===== src/rtl/complex_div_pkg.sv =====
// Shared types and helpers for the complex divider and its sibling complex multiplier.
package complex_div_pkg;

  typedef enum logic [1:0] {IDLE, PREP, DIV, DONE} cdiv_state_e;

  localparam int unsigned CPLX_W = 8;

  // Serial quotient bits needed for a (2W+1)-bit numerator shifted left by FRAC.
  function automatic int unsigned qbits(input int unsigned w, input int unsigned frac);
    return 2 * w + frac + 1;
  endfunction

  function automatic logic [2*CPLX_W-1:0] cplx_pack(input logic signed [CPLX_W-1:0] re,
                                                    input logic signed [CPLX_W-1:0] im);
    return {re, im};
  endfunction

  function automatic logic signed [CPLX_W-1:0] cplx_re(input logic [2*CPLX_W-1:0] z);
    return z[2*CPLX_W-1 -: CPLX_W];
  endfunction

  function automatic logic signed [CPLX_W-1:0] cplx_im(input logic [2*CPLX_W-1:0] z);
    return z[CPLX_W-1:0];
  endfunction

endpackage


===== src/rtl/restoring_div_core.sv =====
// Unsigned serial restoring divider: one quotient bit per step, dividend shifted out MSB-first.
module restoring_div_core #(
  parameter int unsigned N = 25,
  parameter int unsigned D = 17
) (
  input  logic         clk,
  input  logic         rst,
  input  logic         load,
  input  logic         step,
  input  logic [N-1:0] dividend,
  input  logic [D-1:0] divisor,
  output logic [N-1:0] quotient,
  output logic [D-1:0] remainder
);

  logic [N-1:0] q_q, q_d;
  logic [D-1:0] rem_q, rem_d;
  logic [D:0]   trial;
  logic [D:0]   diff;

  // The quotient register doubles as the dividend shifter.
  always_comb begin
    q_d   = q_q;
    rem_d = rem_q;
    trial = {rem_q, q_q[N-1]};
    diff  = trial - {1'b0, divisor};
    if (load) begin
      q_d   = dividend;
      rem_d = '0;
    end else if (step) begin
      if (trial >= {1'b0, divisor}) begin
        rem_d = diff[D-1:0];
        q_d   = {q_q[N-2:0], 1'b1};
      end else begin
        rem_d = trial[D-1:0];
        q_d   = {q_q[N-2:0], 1'b0};
      end
    end
  end

  always_ff @(posedge clk) begin
    if (rst) begin
      q_q   <= '0;
      rem_q <= '0;
    end else begin
      q_q   <= q_d;
      rem_q <= rem_d;
    end
  end

  assign quotient  = q_q;
  assign remainder = rem_q;

endmodule


===== src/rtl/complex_div.sv =====
// Sequential complex divider q = a / b with valid/ready handshakes.
// CDIV_ROUND_EN: one extra quotient bit, rounded half away from zero (+1 cycle latency).
module complex_div
  import complex_div_pkg::*;
#(
  parameter int unsigned W    = 8,
  parameter int unsigned FRAC = 8
) (
  input  logic           clk,
  input  logic           rst,
  input  logic           in_valid,
  output logic           in_ready,
  input  logic [2*W-1:0] a,
  input  logic [2*W-1:0] b,
  output logic           out_valid,
  input  logic           out_ready,
  output logic [4*W-1:0] quotient,
  output logic           div_by_zero,
  output logic           sat
);

`ifdef CDIV_ROUND_EN
  localparam int unsigned RND = 1;
`else
  localparam int unsigned RND = 0;
`endif
  localparam int unsigned NW  = 2 * W + 1;
  localparam int unsigned OW  = 2 * W;
  localparam int unsigned QB  = qbits(W, FRAC);
  localparam int unsigned DB  = QB + RND;
  localparam int unsigned CW  = $clog2(DB);

  localparam logic [DB:0]   POS_LIM = (DB+1)'((64'd1 << (OW - 1)) - 64'd1);
  localparam logic [DB:0]   NEG_LIM = POS_LIM + (DB+1)'(1);
  localparam logic [OW-1:0] MAX_V   = {1'b0, {(OW-1){1'b1}}};
  localparam logic [OW-1:0] MIN_V   = {1'b1, {(OW-1){1'b0}}};

  cdiv_state_e     state_q, state_d;
  logic [2*W-1:0]  a_q, a_d, b_q, b_d;
  logic [NW-1:0]   den_q, den_d;
  logic            neg_re_q, neg_re_d, neg_im_q, neg_im_d;
  logic            dbz_q, dbz_d;
  logic [CW-1:0]   cnt_q, cnt_d;
  logic            in_ready_q, in_ready_d;
  logic            out_valid_q, out_valid_d;
  logic [4*W-1:0]  quotient_q, quotient_d;
  logic            div_by_zero_q, div_by_zero_d;
  logic            sat_q, sat_d;

  logic signed [W-1:0]   ar, ai, br, bi;
  logic signed [2*W-1:0] p_ac, p_bd, p_bc, p_ad, p_cc, p_dd;
  logic signed [NW-1:0]  num_re, num_im;
  logic [NW-1:0]         den_c, mag_re, mag_im;
  logic [DB-1:0]         dvd_re, dvd_im, q_re, q_im;
  logic [NW-1:0]         unused_rem_re, unused_rem_im;
  logic [DB:0]           fm_re, fm_im;
  logic [OW:0]           cl_re, cl_im;
  logic                  load, step;

  // Sign-and-clamp of a quotient magnitude; MSB of the result flags a clamp.
  function automatic logic [OW:0] clamp(input logic neg, input logic [DB:0] mag);
    logic [DB:0] negm;
    negm = -mag;
    if (neg) begin
      if (mag > NEG_LIM) return {1'b1, MIN_V};
      return {1'b0, negm[OW-1:0]};
    end
    if (mag > POS_LIM) return {1'b1, MAX_V};
    return {1'b0, mag[OW-1:0]};
  endfunction

  // Numerators, shared denominator and divider loads from the registered operands.
  always_comb begin
    ar     = a_q[2*W-1:W];
    ai     = a_q[W-1:0];
    br     = b_q[2*W-1:W];
    bi     = b_q[W-1:0];
    p_ac   = (2*W)'(ar) * (2*W)'(br);
    p_bd   = (2*W)'(ai) * (2*W)'(bi);
    p_bc   = (2*W)'(ai) * (2*W)'(br);
    p_ad   = (2*W)'(ar) * (2*W)'(bi);
    p_cc   = (2*W)'(br) * (2*W)'(br);
    p_dd   = (2*W)'(bi) * (2*W)'(bi);
    num_re = NW'(p_ac) + NW'(p_bd);
    num_im = NW'(p_bc) - NW'(p_ad);
    den_c  = NW'($unsigned(p_cc)) + NW'($unsigned(p_dd));
    mag_re = num_re[NW-1] ? NW'(-num_re) : NW'(num_re);
    mag_im = num_im[NW-1] ? NW'(-num_im) : NW'(num_im);
    dvd_re = DB'(mag_re) << (FRAC + RND);
    dvd_im = DB'(mag_im) << (FRAC + RND);
  end

  // Guard-bit rounding (when enabled) happens on the magnitude before clamping.
  always_comb begin
`ifdef CDIV_ROUND_EN
    fm_re = (DB+1)'(q_re >> 1) + (DB+1)'(q_re[0]);
    fm_im = (DB+1)'(q_im >> 1) + (DB+1)'(q_im[0]);
`else
    fm_re = (DB+1)'(q_re);
    fm_im = (DB+1)'(q_im);
`endif
    cl_re = clamp(neg_re_q, fm_re);
    cl_im = clamp(neg_im_q, fm_im);
  end

  assign load = (state_q == PREP);
  assign step = (state_q == DIV);

  restoring_div_core #(.N(DB), .D(NW)) u_div_re (
    .clk       (clk),
    .rst       (rst),
    .load      (load),
    .step      (step),
    .dividend  (dvd_re),
    .divisor   (den_q),
    .quotient  (q_re),
    .remainder (unused_rem_re)
  );

  restoring_div_core #(.N(DB), .D(NW)) u_div_im (
    .clk       (clk),
    .rst       (rst),
    .load      (load),
    .step      (step),
    .dividend  (dvd_im),
    .divisor   (den_q),
    .quotient  (q_im),
    .remainder (unused_rem_im)
  );

  // Control FSM next-state and registered outputs.
  always_comb begin
    state_d       = state_q;
    a_d           = a_q;
    b_d           = b_q;
    den_d         = den_q;
    neg_re_d      = neg_re_q;
    neg_im_d      = neg_im_q;
    dbz_d         = dbz_q;
    cnt_d         = cnt_q;
    out_valid_d   = out_valid_q;
    quotient_d    = quotient_q;
    div_by_zero_d = div_by_zero_q;
    sat_d         = sat_q;
    case (state_q)
      IDLE: begin
        if (in_valid) begin
          a_d     = a;
          b_d     = b;
          state_d = PREP;
        end
      end
      PREP: begin
        den_d    = den_c;
        neg_re_d = num_re[NW-1];
        neg_im_d = num_im[NW-1];
        cnt_d    = CW'(DB - 1);
        dbz_d    = (den_c == '0);
        state_d  = (den_c == '0) ? DONE : DIV;
      end
      DIV: begin
        if (cnt_q == '0) state_d = DONE;
        else             cnt_d   = cnt_q - CW'(1);
      end
      DONE: begin
        if (!out_valid_q) begin
          out_valid_d   = 1'b1;
          div_by_zero_d = dbz_q;
          quotient_d    = dbz_q ? '0 : {cl_re[OW-1:0], cl_im[OW-1:0]};
          sat_d         = !dbz_q && (cl_re[OW] || cl_im[OW]);
        end else if (out_ready) begin
          out_valid_d = 1'b0;
          state_d     = IDLE;
        end
      end
      default: state_d = IDLE;
    endcase
    in_ready_d = (state_d == IDLE);
  end

  always_ff @(posedge clk) begin
    if (rst) begin
      state_q       <= IDLE;
      a_q           <= '0;
      b_q           <= '0;
      den_q         <= '0;
      neg_re_q      <= 1'b0;
      neg_im_q      <= 1'b0;
      dbz_q         <= 1'b0;
      cnt_q         <= '0;
      in_ready_q    <= 1'b1;
      out_valid_q   <= 1'b0;
      quotient_q    <= '0;
      div_by_zero_q <= 1'b0;
      sat_q         <= 1'b0;
    end else begin
      state_q       <= state_d;
      a_q           <= a_d;
      b_q           <= b_d;
      den_q         <= den_d;
      neg_re_q      <= neg_re_d;
      neg_im_q      <= neg_im_d;
      dbz_q         <= dbz_d;
      cnt_q         <= cnt_d;
      in_ready_q    <= in_ready_d;
      out_valid_q   <= out_valid_d;
      quotient_q    <= quotient_d;
      div_by_zero_q <= div_by_zero_d;
      sat_q         <= sat_d;
    end
  end

  assign in_ready    = in_ready_q;
  assign out_valid   = out_valid_q;
  assign quotient    = quotient_q;
  assign div_by_zero = div_by_zero_q;
  assign sat         = sat_q;

endmodule


===== config.mk =====
export PLATFORM = sky130hd
export DESIGN_NAME = complex_div
export DESIGN_NICKNAME = d
export VERILOG_FILES = /design/src/rtl/complex_div_pkg.sv /design/src/rtl/restoring_div_core.sv /design/src/rtl/complex_div.sv
export SDC_FILE = /design/constraint.sdc
export NUM_CORES = 1
export LEC_CHECK = 0
export ABC_AREA = 1
export BUFFER_PORTS_ARGS = -buffer_cell sky130_fd_sc_hd__buf_2
export CORE_AREA = 3 3 283 285
export DETAILED_ROUTE_END_ITERATION = 6
export DIE_AREA = 0 0 286 288
export GPL_TIMING_DRIVEN = 0
export PLACE_DENSITY = 0.5
export SLEW_MARGIN = 40
export SYNTH_ARGS = -nofsm -noshare
export SYNTH_HDL_FRONTEND = slang
export SYNTH_SLANG_ARGS = --single-unit

===== constraint.sdc =====
create_clock -name clk -period 8.8 [get_ports clk]
set_clock_uncertainty 0.2 [all_clocks]
set_input_delay 2.2 -clock clk [delete_from_list [all_inputs] [get_ports clk]]
set_output_delay 2.2 -clock clk [all_outputs]
set_load 0.005 [all_outputs]

# Word level (Yosys, flattened, before mapping)

Index checks and enable logic that the tools add are counted.
Widths: inputs -> output; s select.

Register bits: 179
Logic and storage cells: 101

Add/subtract/negate cells: 10
Multiply operators: 6
$lt $le $gt $ge: 6
Equal/unequal tests: 4
Mux-type cells: 43
Bitwise logic cells: 1
Reductions and logical operators: 12

Operators with widths:

| kind                 | number |
|---|---|
| $mux 17              | 16 |
| $mux 25              | 4 |
| $mul 8x8->16         | 6 |
| $gt 25x15->1 const B | 2 |
| $gt 25x16->1 const B | 2 |
| $ge 18x17->1         | 2 |
| $add 16x16->17       | 2 |
| $neg 17->17          | 2 |
| $sub 17x17->17       | 2 |
| $mux 32              | 1 |
| $neg 16->16          | 2 |
| $logic_not 17->1     | 1 |
| $sub 16x16->17       | 1 |
| $mux 1               | 15 |
| $pmux 5 s2           | 1 |
| $mux 2               | 4 |
| $pmux 2 s4           | 1 |
| $reduce_and 2->1     | 3 |
| $logic_not 5->1      | 1 |
| $mux 5               | 1 |
| $sub 5x1->5 const B  | 1 |
| $eq 2x2->1 const B   | 2 |
| $logic_not 2->1      | 2 |
| $eq 2x1->1 const B   | 1 |
| 7 further kinds      | 7 |

# Depth between registers and ports, before layout

Depth in word-level cells: 10
Depth in mapped cells: 36
Gate-level depth less buffers: 34

# Hierarchy

Synthesis repeated with hierarchy kept, for this count alone.

Cell total of the unflattened synthesis: 3981
Area, all modules: 28328.4 um2

Modules (own cells, without submodules):

| module             | instances | cells an instance | area each (um2) |
|---|---|---|---|
| complex_div        | 1         | 2921              | 21617.0 |
| restoring_div_core | 2         | 530               | 3355.7 |

# Worst setup path before layout

OpenSTA, ideal clock, no wires.

Kind: register to register
Start point: register b_q[15]
End point: register u_div_re.q_q[24], in the netlist u_div_re.quotient[24]
Library setup time: 0.070 ns
Data arrival time: 5.947 ns
Required time: 8.530 ns
Setup slack: 2.583 ns
Stages on the path, launching flop included: 30
Buffers on the path: 3
Path through: dfxtp_1 clkbuf_1 inv_1 buf_1 nor2_1 fa_1 inv_1 fa_1 inv_1 fa_1 fa_1 inv_1 fa_1 inv_1 fa_1 ha_1 nand2_1 inv_1 nand2_1 nand2_1 nand2_1 nand3_1 a21oi_1 inv_1 nand3_1 nand2_2 buf_4 nor2_1 nand3_1 a21oi_1

Longest elaborated chain between the ends: 5

RTL lines:

| item                   | RTL line                 | RTL |
|---|---|---|
| start, declared        | complex_div.sv:39        | `logic [2*W-1:0] a_q, a_d, b_q, b_d;` |
| start signal, assigned | complex_div.sv:185       | `b_q <= '0;` |
| start signal, assigned | complex_div.sv:199       | `b_q <= b_d;` |
| $mul 8x8->16 (*)       | complex_div.sv:78        | `p_ac = (2*W)'(ar) * (2*W)'(br);` |
| $add 16x16->17 (*)     | complex_div.sv:84        | `num_re = NW'(p_ac) + NW'(p_bd);` |
| $neg 17->17            | complex_div.sv:87        | `mag_re = num_re[NW-1] ? NW'(-num_re) : NW'(num_re);` |
| $mux 17 (*)            | complex_div.sv:87        |  |
| $mux 25 (*)            | restoring_div_core.sv:27 | `if (load) begin` |
| end signal, assigned   | restoring_div_core.sv:46 | `q_q <= q_d;` |
| end, declared          | restoring_div_core.sv:16 | `logic [N-1:0] q_q, q_d;` |

Every way passes the cells marked *; elsewhere a longest branch is shown, timed or not.
A chain may end at the register's enable or synchronous reset.

# Final worst setup path

Start point: register b_q[0]
End point: register u_div_re.q_q[21], in the netlist u_div_re.quotient[21]

Longest elaborated chain between the ends: 5

RTL lines:

| item               | RTL line                 | RTL |
|---|---|---|
| $mul 8x8->16 (*)   | complex_div.sv:79        | `p_bd = (2*W)'(ai) * (2*W)'(bi);` |
| $add 16x16->17 (*) | complex_div.sv:84        |  |
| $neg 17->17        | complex_div.sv:87        |  |
| $mux 17 (*)        | complex_div.sv:87        |  |
| $mux 25 (*)        | restoring_div_core.sv:27 |  |

Marked as above.

==> impl_metrics.toml <==
[outcome]
status = "completed"

[final_layout]
final_area_um2 = 29500
mostFrequentLayoutCell = "inv_1"
drive_gt1_share_pct = 4.74
areaGrowthSynthToFinish_pct = 8.44
layout_common_cells = "inv_1 (895), nand2_1 (827), fa_1 (376), a21oi_1 (263), ha_1 (222)"
fin_util_pct = 38.0
fin_nets = 4479

[timing]
fin_setup_tns_ns = 0
setup_violations = 0
min_period_ns = 7.85
max-slew-margin-rel_pct = 40.8
worst_slew_pin_slew_ns = 0.887
fmax_mhz = 127
report.final.slew_viol_count = 0
rsz0062_at_grt = "no"
fin_crit_sh_pct = 89.2
hold_viol = 0

[clock_network]
cts_htree_levels = 4
holdBufCountCts = 0
cts_resized = 0
cts_sinks = 179
clk_pin_slew_ns = 0.09
insertion_delay_ns = 0.50
cts_max_path_buffers = 2
cts-root-buf = "clkbuf_16"
postCtsSetupBuffers = 0
cts_tree = "done"
cts_made_buffers = 17

[synthesis]
seq_area_frac_synth_pct = 13.2
synthAdderAreaFrac_pct = 37.9
synthXorXnorAreaFrac_pct = 3.70
synth_top_flop_cell = "dfxtp_1"
async_flop_share_pct = 0
synth_edf_count = 0
synth_compound_area_share_pct = 9.88
synth_cell_types = 58
yosys_warnings = 0
syn-num-nets = 4390
syn_inst = 3756
synth-seq-cells = 179
synth.cell_area_um2 = 27200
avgSynthCellArea_um2 = 7.24
yosys.area_share.simple_pct = 20.6
synthMuxAreaShare_pct = 0
synth_top_family_by_area = "adder cells"

[route]
vias = 23140
wire_per_inst_um = 16.5
antenna_left = 0
finalWirelength_mm = 81.0
dr.first_iter.drc_count = 1324
via_per_inst = 4.72
drc = 0
firstDrtPassIters = 7

[setup_path]
arrival_ns = 8.08
crit_path_max_fanout = 10
required_ns = 9.03
startpoint_type = "flop"
setup.worst_path.start = "b_q[0]"
critPathCaptureType = "flop"
r2r_start = "b_q[0]"
max_stage_delay_ns = 0.65
cp_slowest_cell = "clkbuf_1"
crit_type = "reg -> reg"
reg2reg_slack_ns = 0.95
worst_path_most_repeated_cell = "inv_1"

[placement]
dpl.hpwl_mm = 67.7
port_buffers = 70
place_congestion = 0.887
postPlaceCellArea_um2 = 28800

[hold_path]
hold_class = "reg -> reg"
worstHoldStart = "sat"

[global_route]
overflow = 0
grt_pass1_wl_mm = 132
grtUsageTotal_pct = 20.5
grt_max_degree = 22
antenna_found_initial = 0
first_global_vias = 23896

[floorplanning]
die_x_um = 286
dieArea_um2 = 82400
start_util_pct = 35.0
core_region_area_um2 = 77600
rows = 102
die_y_um = 288
pin_count = 72

[run]
maxCapViolCount = 0
[cell usage after synthesis (all sizes together), types with 2 or more instances]
cell | count | share of area (%)
o2111ai | 3 | 0.097
fa | 376 | 28
a221oi | 4 | 0.15
o21bai | 7 | 0.19
xnor2 | 45 | 1.4
nand3 | 176 | 3.5
nand4 | 49 | 1.1
nand3b | 18 | 0.51
o21ai | 162 | 3.0
a22oi | 6 | 0.17
nor3 | 25 | 0.55
ha | 222 | 10
a21oi | 267 | 5.0
xor2 | 67 | 2.3
dfxtp | 179 | 13
a31oi | 5 | 0.12
clkbuf | 116 | 1.6
buf | 24 | 0.56
o211ai | 6 | 0.17
clkinv | 5 | 0.069
and2 | 2 | 0.055
a211oi | 4 | 0.11
nor2 | 198 | 2.8
inv | 902 | 12
o31ai | 8 | 0.22
o21a | 2 | 0.055
o22ai | 8 | 0.18
or2 | 8 | 0.18
a21o | 5 | 0.14
a21boi | 6 | 0.17
nand2 | 836 | 12
nor4 | 10 | 0.23
[cell type report]
type / count / area, µm²
Multi-Input combinational cell: 2530 / 19600
Clock buffer: 17 / 425
Antenna cell: 1 / 2.50
Sequential cell: 179 / 3580
Buffer: 140 / 597
Tap cell: 1040 / 1300
Timing Repair Buffer: 70 / 350
Fill cell: 8515 / 48100
Inverter: 907 / 3410
Clock inverter: 15 / 205
[cells by family (layout without fill, tap and decap cells)]
kind of cell	Yosys count	count (layout)
adder cells (fa/ha/maj)	598	598
AO/OA/AOI/OAI	497	497
other	0	1
AND/OR/NAND/NOR	1323	1323
flip-flops	179	179
XOR/XNOR	112	112
buffers and inverters	1047	1149
[worst max-delay path: cells and delay by family (launching register included)]
family / cells / cell delay, ns
adders and majority gates: 7 / 3.36
buffers and inverters: 10 / 2.34
and+or+nand+nor: 10 / 1.13
AOI/OAI and AO/OA: 2 / 0.41
DFF: 1 / 0.34
[registers in the layout, summed over array words and instances, names as in the netlist, 2 cells and up]
name and cells:
b_q 16, quotient 32, u_div_re.remainder 17, u_div_im.remainder 17, u_div_re.quotient 25, den_q 17, u_div_im.quotient 25, cnt_q 5
a_q 16, state_q 2
[metal layers]
metal  global-route usage (%)  wire length, µm  share of wire, %
met5                        0                0                 0
met3                     2.69             3300               4.1
met4                     5.26             1910               2.4
met1                     27.6            37700                47
met2                     34.9            38000                47
[final timing paths]
check | endpoint | cells after the start
hold / removal | sat | 2
setup / recovery | u_div_re.quotient[21] | 29
setup reg to reg | u_div_re.quotient[21] | 29
hold reg to reg | sat | 2
[through the flow]
step	instances	hold WS, ns	setup slack (ns)
after floorplan	3756	0.229	2.58
after global placement	4866	0.253	1.00
after detailed placement	4866	0.253	0.951
after CTS	4898	0.267	0.931
after global routing	4898	0.280	0.452
final	4899	0.264	0.948
Power is not shown: default switching activity piles up to over one toggle a cycle in this logic, so the estimate is an artifact.
